File: src/rtl/expr_eval.sv
// expr_eval: evaluates a one-char-per-cycle digit/'+'/'*' stream, '*' before '+'.
// Optional EXPR_EVAL_MINUS_EN adds binary '-' in the same grammar slot as '+'.
module expr_eval #(
   parameter int WIDTH = 16
) (
   input  logic             clk,
   input  logic             clr,
   input  logic [7:0]       in,
   input  logic             in_vld,
   output logic [WIDTH-1:0] result,
   output logic             ok,
   output logic             err,
   output logic             ovf
);

   typedef enum logic [1:0] {
      S_START,
      S_NUM,
      S_OP,
      S_ERR
   } state_t;

   typedef enum logic [1:0] {
      OP_ADD,
      OP_SUB,
      OP_MUL
   } op_t;

   state_t           r_state;
   op_t              r_op;
   logic [WIDTH-1:0] r_sum;
   logic [WIDTH-1:0] r_term;
   logic             r_neg;

   logic             w_is_dig;
   logic             w_is_add;
   logic             w_is_mul;
   logic             w_is_sub;
   logic [3:0]       w_d;
   logic [WIDTH-1:0] w_dig_ext;
   logic [WIDTH+3:0] w_prod;
   logic [WIDTH-1:0] w_term_nxt;
   logic             w_neg_nxt;
   logic [WIDTH:0]   w_res_sum;
   logic [WIDTH:0]   w_acc_sum;
   logic             w_dig_ovf;
   logic             w_op_ovf;
   logic             w_dig_ok;
   logic             w_op_ok;

   assign w_is_dig  = (in >= 8'h30) && (in <= 8'h39);
   assign w_is_add  = (in == 8'h2B);
   assign w_is_mul  = (in == 8'h2A);
`ifdef EXPR_EVAL_MINUS_EN
   assign w_is_sub  = (in == 8'h2D);
`else
   assign w_is_sub  = 1'b0;
`endif
   assign w_d       = in[3:0];
   assign w_dig_ext = {{(WIDTH-4){1'b0}}, w_d};
   assign w_prod    = {4'b0, r_term} * {{WIDTH{1'b0}}, w_d};

   always_comb begin
      w_term_nxt = w_dig_ext;
      w_neg_nxt  = 1'b0;
      if (r_op == OP_MUL) begin
         w_term_nxt = w_prod[WIDTH-1:0];
         w_neg_nxt  = r_neg;
      end else if (r_op == OP_SUB) begin
         w_term_nxt = '0 - w_dig_ext;
         w_neg_nxt  = 1'b1;
      end
   end

   assign w_res_sum = {1'b0, r_sum} + {1'b0, w_term_nxt};
   assign w_acc_sum = {1'b0, r_sum} + {1'b0, r_term};

   // negative terms wrap silently; only unsigned growth counts as overflow
   assign w_dig_ovf = ((r_op == OP_MUL) && !r_neg && (|w_prod[WIDTH+3:WIDTH]))
                    || (!w_neg_nxt && w_res_sum[WIDTH]);
   assign w_op_ovf  = !r_neg && w_acc_sum[WIDTH];

   assign w_dig_ok = w_is_dig && ((r_state == S_START) || (r_state == S_OP));
   assign w_op_ok  = (w_is_add || w_is_mul || w_is_sub) && (r_state == S_NUM);

   always_ff @(posedge clk) begin
      if (clr) begin
         r_state <= S_START;
         r_op    <= OP_ADD;
         r_sum   <= '0;
         r_term  <= '0;
         r_neg   <= 1'b0;
         result  <= '0;
         ok      <= 1'b0;
         err     <= 1'b0;
         ovf     <= 1'b0;
      end else if (in_vld && (r_state != S_ERR)) begin
         unique case (1'b1)
            w_dig_ok: begin
               r_state <= S_NUM;
               r_term  <= w_term_nxt;
               r_neg   <= w_neg_nxt;
               result  <= w_res_sum[WIDTH-1:0];
               ok      <= 1'b1;
               ovf     <= ovf | w_dig_ovf;
            end
            w_op_ok: begin
               r_state <= S_OP;
               ok      <= 1'b0;
               if (w_is_mul) begin
                  r_op <= OP_MUL;
               end else begin
                  r_sum <= w_acc_sum[WIDTH-1:0];
                  r_op  <= w_is_sub ? OP_SUB : OP_ADD;
                  ovf   <= ovf | w_op_ovf;
               end
            end
            default: begin
               r_state <= S_ERR;
               ok      <= 1'b0;
               err     <= 1'b1;
            end
         endcase
      end
   end

endmodule

File: config.mk
export PLATFORM = sky130hd
export DESIGN_NAME = expr_eval
export DESIGN_NICKNAME = d
export VERILOG_FILES = /design/src/rtl/expr_eval.sv
export SDC_FILE = /design/constraint.sdc
export NUM_CORES = 1
export LEC_CHECK = 0
export CAP_MARGIN = 20
export CELL_PAD_IN_SITES_DETAIL_PLACEMENT = 1
export CELL_PAD_IN_SITES_GLOBAL_PLACEMENT = 2
export CORE_MARGIN = 2
export CORE_UTILIZATION = 37
export CTS_CLUSTER_SIZE = 28
export DETAILED_ROUTE_END_ITERATION = 10
export PLACE_DENSITY_LB_ADDON = 0.25
export SLEW_MARGIN = 20
export SYNTH_ARGS = -nofsm -noshare
export SYNTH_HDL_FRONTEND = slang
export SYNTH_SLANG_ARGS = --single-unit
File: constraint.sdc
create_clock -name clk -period 6.5 [get_ports clk]
set_clock_uncertainty 0.1 [all_clocks]
set_input_delay 0.65 -clock clk [delete_from_list [all_inputs] [get_ports clk]]
set_output_delay 0.65 -clock clk [all_outputs]
set_load 0.05 [all_outputs]
; ---- Yosys cells after proc, flatten, opt, wreduce, memory -nomap -nowiden
; Cells that the tools add are included.
; W data, S select, Z words.
[word_totals]
reg_bits = 56
word_cells = 58
out_inout_bits = 19
inputBits = 11
[classes]
muxes = 9
add_sub_neg = 3
eq_ne = 8
magnitude_cmp = 2
n_reduce_logical = 22
n_mul = 1
n_bitwise = 4
[ops]
columns = operator, n
row1 = $add A16 B16 Y17, 2
row2 = $mux W16, 2
row3 = $mul A16 B4 Y20, 1
row4 = $eq A8 B6 Y1 const B, 2
row5 = $ge A8 B6 Y1 const B, 1
row6 = $le A8 B6 Y1 const B, 1
row7 = $logic_and A1 B1 Y1, 8
row8 = $reduce_and A2 Y1, 3
row9 = $reduce_and A3 Y1, 2
row10 = $sub A1 B4 Y5 const A, 1
row11 = $eq A2 B1 Y1 const B, 2
row12 = $eq A2 B2 Y1 const B, 2
row13 = $mux W1, 4
row14 = $ne A2 B2 Y1 const B, 2
row15 = $pmux W2 S2, 1
row16 = $reduce_or A4 Y1, 1
row17 = $logic_or A1 B1 Y1, 3
row18 = $logic_not A1 Y1, 2
row19 = $logic_not A2 Y1, 1
row20 = $mux W2, 1
row21 = $not A1 Y1, 2
row22 = $or A1 B1 Y1, 2
row23 = $pmux W1 S2, 1
row24 = $reduce_bool A2 Y1, 1
row25 = $reduce_or A2 Y1, 1

; ---- Depth between registers and ports, before layout
[depth]
word_depth = 8
mapped_depth = 24
ltp_nobuf = 22

; ---- Least setup slack after synthesis
; Ideal clock, no wire load.
[synth_timing]
path_kind = in2reg
from = in in[3]
to = reg ovf
setup_time_ns = 0.128
t_arrival_ns = 5.163
stages = 21
setup_slack_ns = 1.109
required_time_ns = 6.272
path_cell_list = clkbuf_1 -> clkbuf_1 -> nand2_1 -> fa_1 -> fa_1 -> inv_1 -> ha_1 -> a211oi_1 -> o21ai_1 -> o31ai_1 -> xnor2_1 -> nor2_1 -> ha_1 -> and2_1 -> o21ai_0 -> nor4b_1 -> a21oi_1 -> a31oi_1 -> o2111ai_1 -> nor4_1 -> a211oi_1
[synth_via]
elab_chain_len = 8
[synth_rtl]
columns = element, line_no
row1 = start: declaration, 8  ; input logic [7:0] in,
row2 = branches (longest 2 deep; another with $mul A16 B4 Y20), --
row3 = $mux W16 (*), 66  ; if (r_op == OP_MUL) begin
row4 = via w_term_nxt[9], 42  ; logic [WIDTH-1:0] w_term_nxt;
row5 = $add A16 B16 Y17 (*), 75  ; assign w_res_sum = {1'b0, r_sum} + {1'b0, w_term_nxt};
row6 = $logic_and A1 B1 Y1 (*), 80  ; || (!w_neg_nxt && w_res_sum[WIDTH]);
row7 = $logic_or A1 B1 Y1 (*), 80
row8 = $or A1 B1 Y1 (*), 105  ; ovf <= ovf | w_dig_ovf;
row9 = $pmux W1 S2 (*), 98  ; unique case (1'b1)
row10 = end signal: assignment, 105
row11 = end signal: assignment, 115  ; ovf <= ovf | w_op_ovf;
row12 = end: declaration, 13  ; output logic ovf
; Mark *: on every way through the listed nets, which the timed path passes.
; A chain may end at the register's enable or synchronous reset.

; ---- Worst setup path after layout
; Same ends and word-level chain as after synthesis.

==> run summary <==
The top achievable clock speed came out at about 170 MHz. Across every metal layer, demand over resource in global routing totals 0.2066. The worst setup path is captured at a flop. Clock-pin slew was measured on the worst setup and hold paths at 70 ps.

The area fraction in compound gates after synthesis is 0.1955. The flow ran to the end, and the final reports show no timing, DRC or antenna violations. The path with the worst hold slack has its endpoint at result[11].

The path class of the tightest hold or removal check is flop to flop. The violation count after the first detailed-route iteration is approximately 190. The number of instances in the placed design is 882. The layout-stage area growth over the synthesis result came out at 11.75%. The worst slack after detailed placement is about 300 ps. Measured on the finished design, the core utilization comes to 0.4279. The number of post-CTS setup repair buffers came out at 0. The sum of negative setup slack came out at 0 ps. The largest total area in the synthesized netlist belongs to sky130_fd_sc_hd__dfxtp_1. The initial antenna violation count is 0. The share of the synthesized area in the top cell type came out at 0.2056. The cell area that synthesis handed to floorplanning was roughly 5400 um^2. In this design, the critical path's most frequently occurring cell is sky130_fd_sc_hd__a21oi_1.

The number of hold-repair buffers added at the cts stage came out at 0. The share of synthesized cell area in full adder, half adder and majority cells is 0.2429. In the post-synthesis netlist, the biggest area contributors are sky130_fd_sc_hd__dfxtp_1 21%, sky130_fd_sc_hd__ha_1 13%, sky130_fd_sc_hd__fa_1 11%, sky130_fd_sc_hd__nand2_1 7.6%, sky130_fd_sc_hd__a21oi_1 7.1%.

In this run, synthesis produced a sequential element count of 55. The main combinational cell family by area after synthesis is simple AND/OR/NAND/NOR gates. In this run the critical register-to-register path is launched from r_term[1]. The areal power density over the cells is between 100 and 150 nW/um^2. The count of pins on the block boundary came out at 30. The final worst-path cycle share is 0.9139. After detailed routing, the number of vias per cell comes to approximately 5.4. The worst-margin pin slew came out at ~940 ps. The max-capacitance violation count came out at 0. Once the clock tree was built, the resizer swapped 0 gates to a different size. The post-synthesis share of cell area spent on and, or, nand and nor gates is 0.2492. The share of the Yosys chip area taken by registers is 0.2056. The overall via count from detail_route came out at slightly below 5000. The average wire length per cell after detail routing came out at roughly 17 um. The largest driver fanout on the critical path is 14.

Wires add up to between 15000 and 20000 um. The data arrival time of the critical path came out at 6010 ps. The cell count after synthesis came out at 691. The number of cells on the worst reg-to-reg path is 19. Of all flip-flops after synthesis, the portion carrying an async set or reset was 0. The longest individual stage delay on the worst path came out at 530 ps. The final count of negative-setup-slack endpoints is 0. The maximum root-to-sink buffer count came out at 2. The global placement routability congestion is 0.7991. The non-filler instance count after layout is roughly 900. The startpoint identified for the worst hold timing path is result[11]. The global-route wire length before repair came out at roughly 26000 um. In this run the vertical extent of the chip is approximately 120 um. The level count of the clock H-tree came out at 2. The HPWL after detailed placement came out at ~13000 um. The maximum number of pins on one net before global-route repair came out at 63.

The area taken by flip-flops and latches is approximately 1100 um^2. Yosys mapped the design onto 54 distinct sky130hd cell types. The multi-input logic area came out at slightly below 4000 um^2. The number of enable-type register cells in the synthesized netlist came out at 0.

The number of clock buffers inserted by TritonCTS came out at 5. The peak supply drop came out at approximately 86 uV. The clock sink count came out at 55.

The mux contribution to synthesized area is 0.008176. The worst register-to-register path ends at ovf. The slowest stage of the critical path is the sky130_fd_sc_hd__fa_1 cell.

The number of global-route vias before repair is approximately 5000. The depth of the worst hold-timing path is 2. The relative slew slack came out at 0.3686. The count of TritonRoute iterations in the first routing pass came out at 4. The floorplan die width is between 100 and 150 um. The total overflow reported by the global router came out at 0. Port buffering added 29 buffers. STA classifies the critical path startpoint as an input pin. The number of nets produced by synthesis came out at 788.

The net total in the final layout came out at between 800 and 900. Setup repair after global routing left no endpoint under its margin. The row count is 43. The static power due to leakage is approximately 2.5 nW. The clock reaches the later pin of the worst-skew pair after around 300 ps. The post-route antenna net violation count is 0.

The critical setup path kind is input pin to flop. The full die area is between 15000 and 20000 um^2. The number of failing hold endpoints at the final stage came out at 0. The reg-to-reg setup timing slack came out at 1090 ps. The effective utilization at floorplan is 0.3829. The XOR/XNOR share of the synthesized area is 0.04251. The post-layout worst setup margin came out at about 560 ps. The root buffer cell chosen for the clock tree is sky130_fd_sc_hd__clkbuf_16.

For the finished layout, the period the worst path requires is just under 6000 ps. The share of layout cells above drive strength 1 came out at 0.04648. The required time at the endpoint of the critical path came out at between 6000 and 7000 ps. The CTS tree is done. The antenna cell count came out at 0.

The critical path goes through clkdlybuf4s50_1 -> buf_4 -> and2_1 -> fa_1 -> inv_1 -> fa_1 -> inv_1 -> ha_1 -> or3_1 -> a21oi_1 -> a21oi_1 -> a21o_1 -> a21o_1 -> a211oi_1 -> ha_1 -> nor2b_1 -> o21ai_0 -> a21oi_1 -> a31oi_1 -> o2111ai_1 -> nor4_1 -> a211oi_1. The number of warning messages in the yosys log came out at 0. The synthesized area divided by synthesized cell count came out at slightly below 8 um^2. The number of fillers in the final layout came out at ~1700. The final-report max-slew violation count was 0. In the synthesized netlist the dominant register cell turns out to be sky130_fd_sc_hd__dfxtp_1.

The area of the core is 13990 um^2. The DRC violation count after routing is 0.
-- flip-flops by register name (all words and copies together), names as in the netlist --
| register | flops |
|---|---|
| ok | 1 |
| result | 16 |
| r_term | 16 |
| r_sum | 16 |
| r_state | 2 |
| r_neg | 1 |
| err | 1 |
| ovf | 1 |
| r_op | 1 |
-- metrics by stage --
| stage | cell area (um^2) | hold WS (ps) | power, mW |
|---|---|---|---|
| after floorplan | 5356 | 323.5 | 0.3710 |
| after global placement | 5829 | 339.3 | 0.3897 |
| after detailed placement | 5829 | 339.0 | 0.3909 |
| after CTS | 5979 | 355.5 | 0.6754 |
| after global routing | 5986 | 370.0 | 0.6969 |
| final | 5986 | 354.0 | 0.6681 |
-- worst max-delay path: cells and delay by family --
family | cells | cell delay [ps]
AO/OA/AOI/OAI | 10 | 1770
buffers and inverters | 4 | 840
adder cells (fa/ha/maj) | 4 | 1730
AND/OR/NAND/NOR | 4 | 990
-- where the power goes --
group          leakage, nW  internal, mW  switching, mW  total, mW
clock               0.0708         0.146          0.140      0.286
sequential           0.444         0.339        0.00192      0.341
combinational         2.00        0.0143         0.0275     0.0419
total                 2.51         0.499          0.169      0.668
-- metal layers --
layer | up-vias | global-route usage | share of wire
li1 | 2413 | - | -
met1 | 2360 | 0.3130 | 0.53
met2 | 37 | 0.3247 | 0.44
met3 | 8 | 0.01632 | 0.021
met4 | 0 | 0.03503 | 0.0075
met5 | - | 0 | 0
-- kinds of logic (layout without fill, tap and decap cells) --
family / Yosys count / in the layout
simple gates: 273 / 273
compound gates: 167 / 167
fa+ha+maj: 86 / 86
buf+inv: 80 / 99
flops: 55 / 55
xor+xnor: 26 / 26
mux: 4 / 4
-- final cells by class --
class	instances	share of cell area
multi-input combinational	556	0.6630
sequential	55	0.1839
timing repair buffer	35	0.05518
tap	180	0.03763
inverter	56	0.03512
clock buffer	5	0.02090
clock inverter	3	0.004181
-- cell usage after synthesis, drive strengths merged (5+ instances only) --
cell / n
dfxtp: 55
a211oi: 12
and3: 5
o21bai: 6
or3: 10
nor2b: 9
o21ai: 25
nor4: 8
ha: 56
a21o: 7
nand2: 108
nand2b: 5
inv: 56
o211ai: 6
and2: 46
clkbuf: 24
nor3: 17
xnor2: 22
o21a: 10
nor2: 37
fa: 30
a21oi: 76
nand3: 13
-- how the worst max path moves through the flow --
stage | slack, ps | to | cells after the start | from
2_1_floorplan | 1110 | ovf | 21 | in[3]
5_1_grt | 40 | ovf | 22 | in[2]
6_report | 560 | ovf | 22 | in[3]
4_1_cts | 490 | ovf | 20 | in[2]
3_5_place_dp | 300 | ovf | 22 | in[3]
3_3_place_gp | 420 | ovf | 22 | in[3]
-- cell usage in the layout (no fill, tap or decap), types with 28 or more instances in the layout --
master                            count
sky130_fd_sc_hd__and2_1              46
sky130_fd_sc_hd__dfxtp_1             55
sky130_fd_sc_hd__nand2_1            108
sky130_fd_sc_hd__nor2_1              36
sky130_fd_sc_hd__a21oi_1             76
sky130_fd_sc_hd__inv_1               56
sky130_fd_sc_hd__fa_1                30
sky130_fd_sc_hd__clkdlybuf4s50_1     28
sky130_fd_sc_hd__ha_1                56
Note: power is estimated with default switching activity, not from simulation.
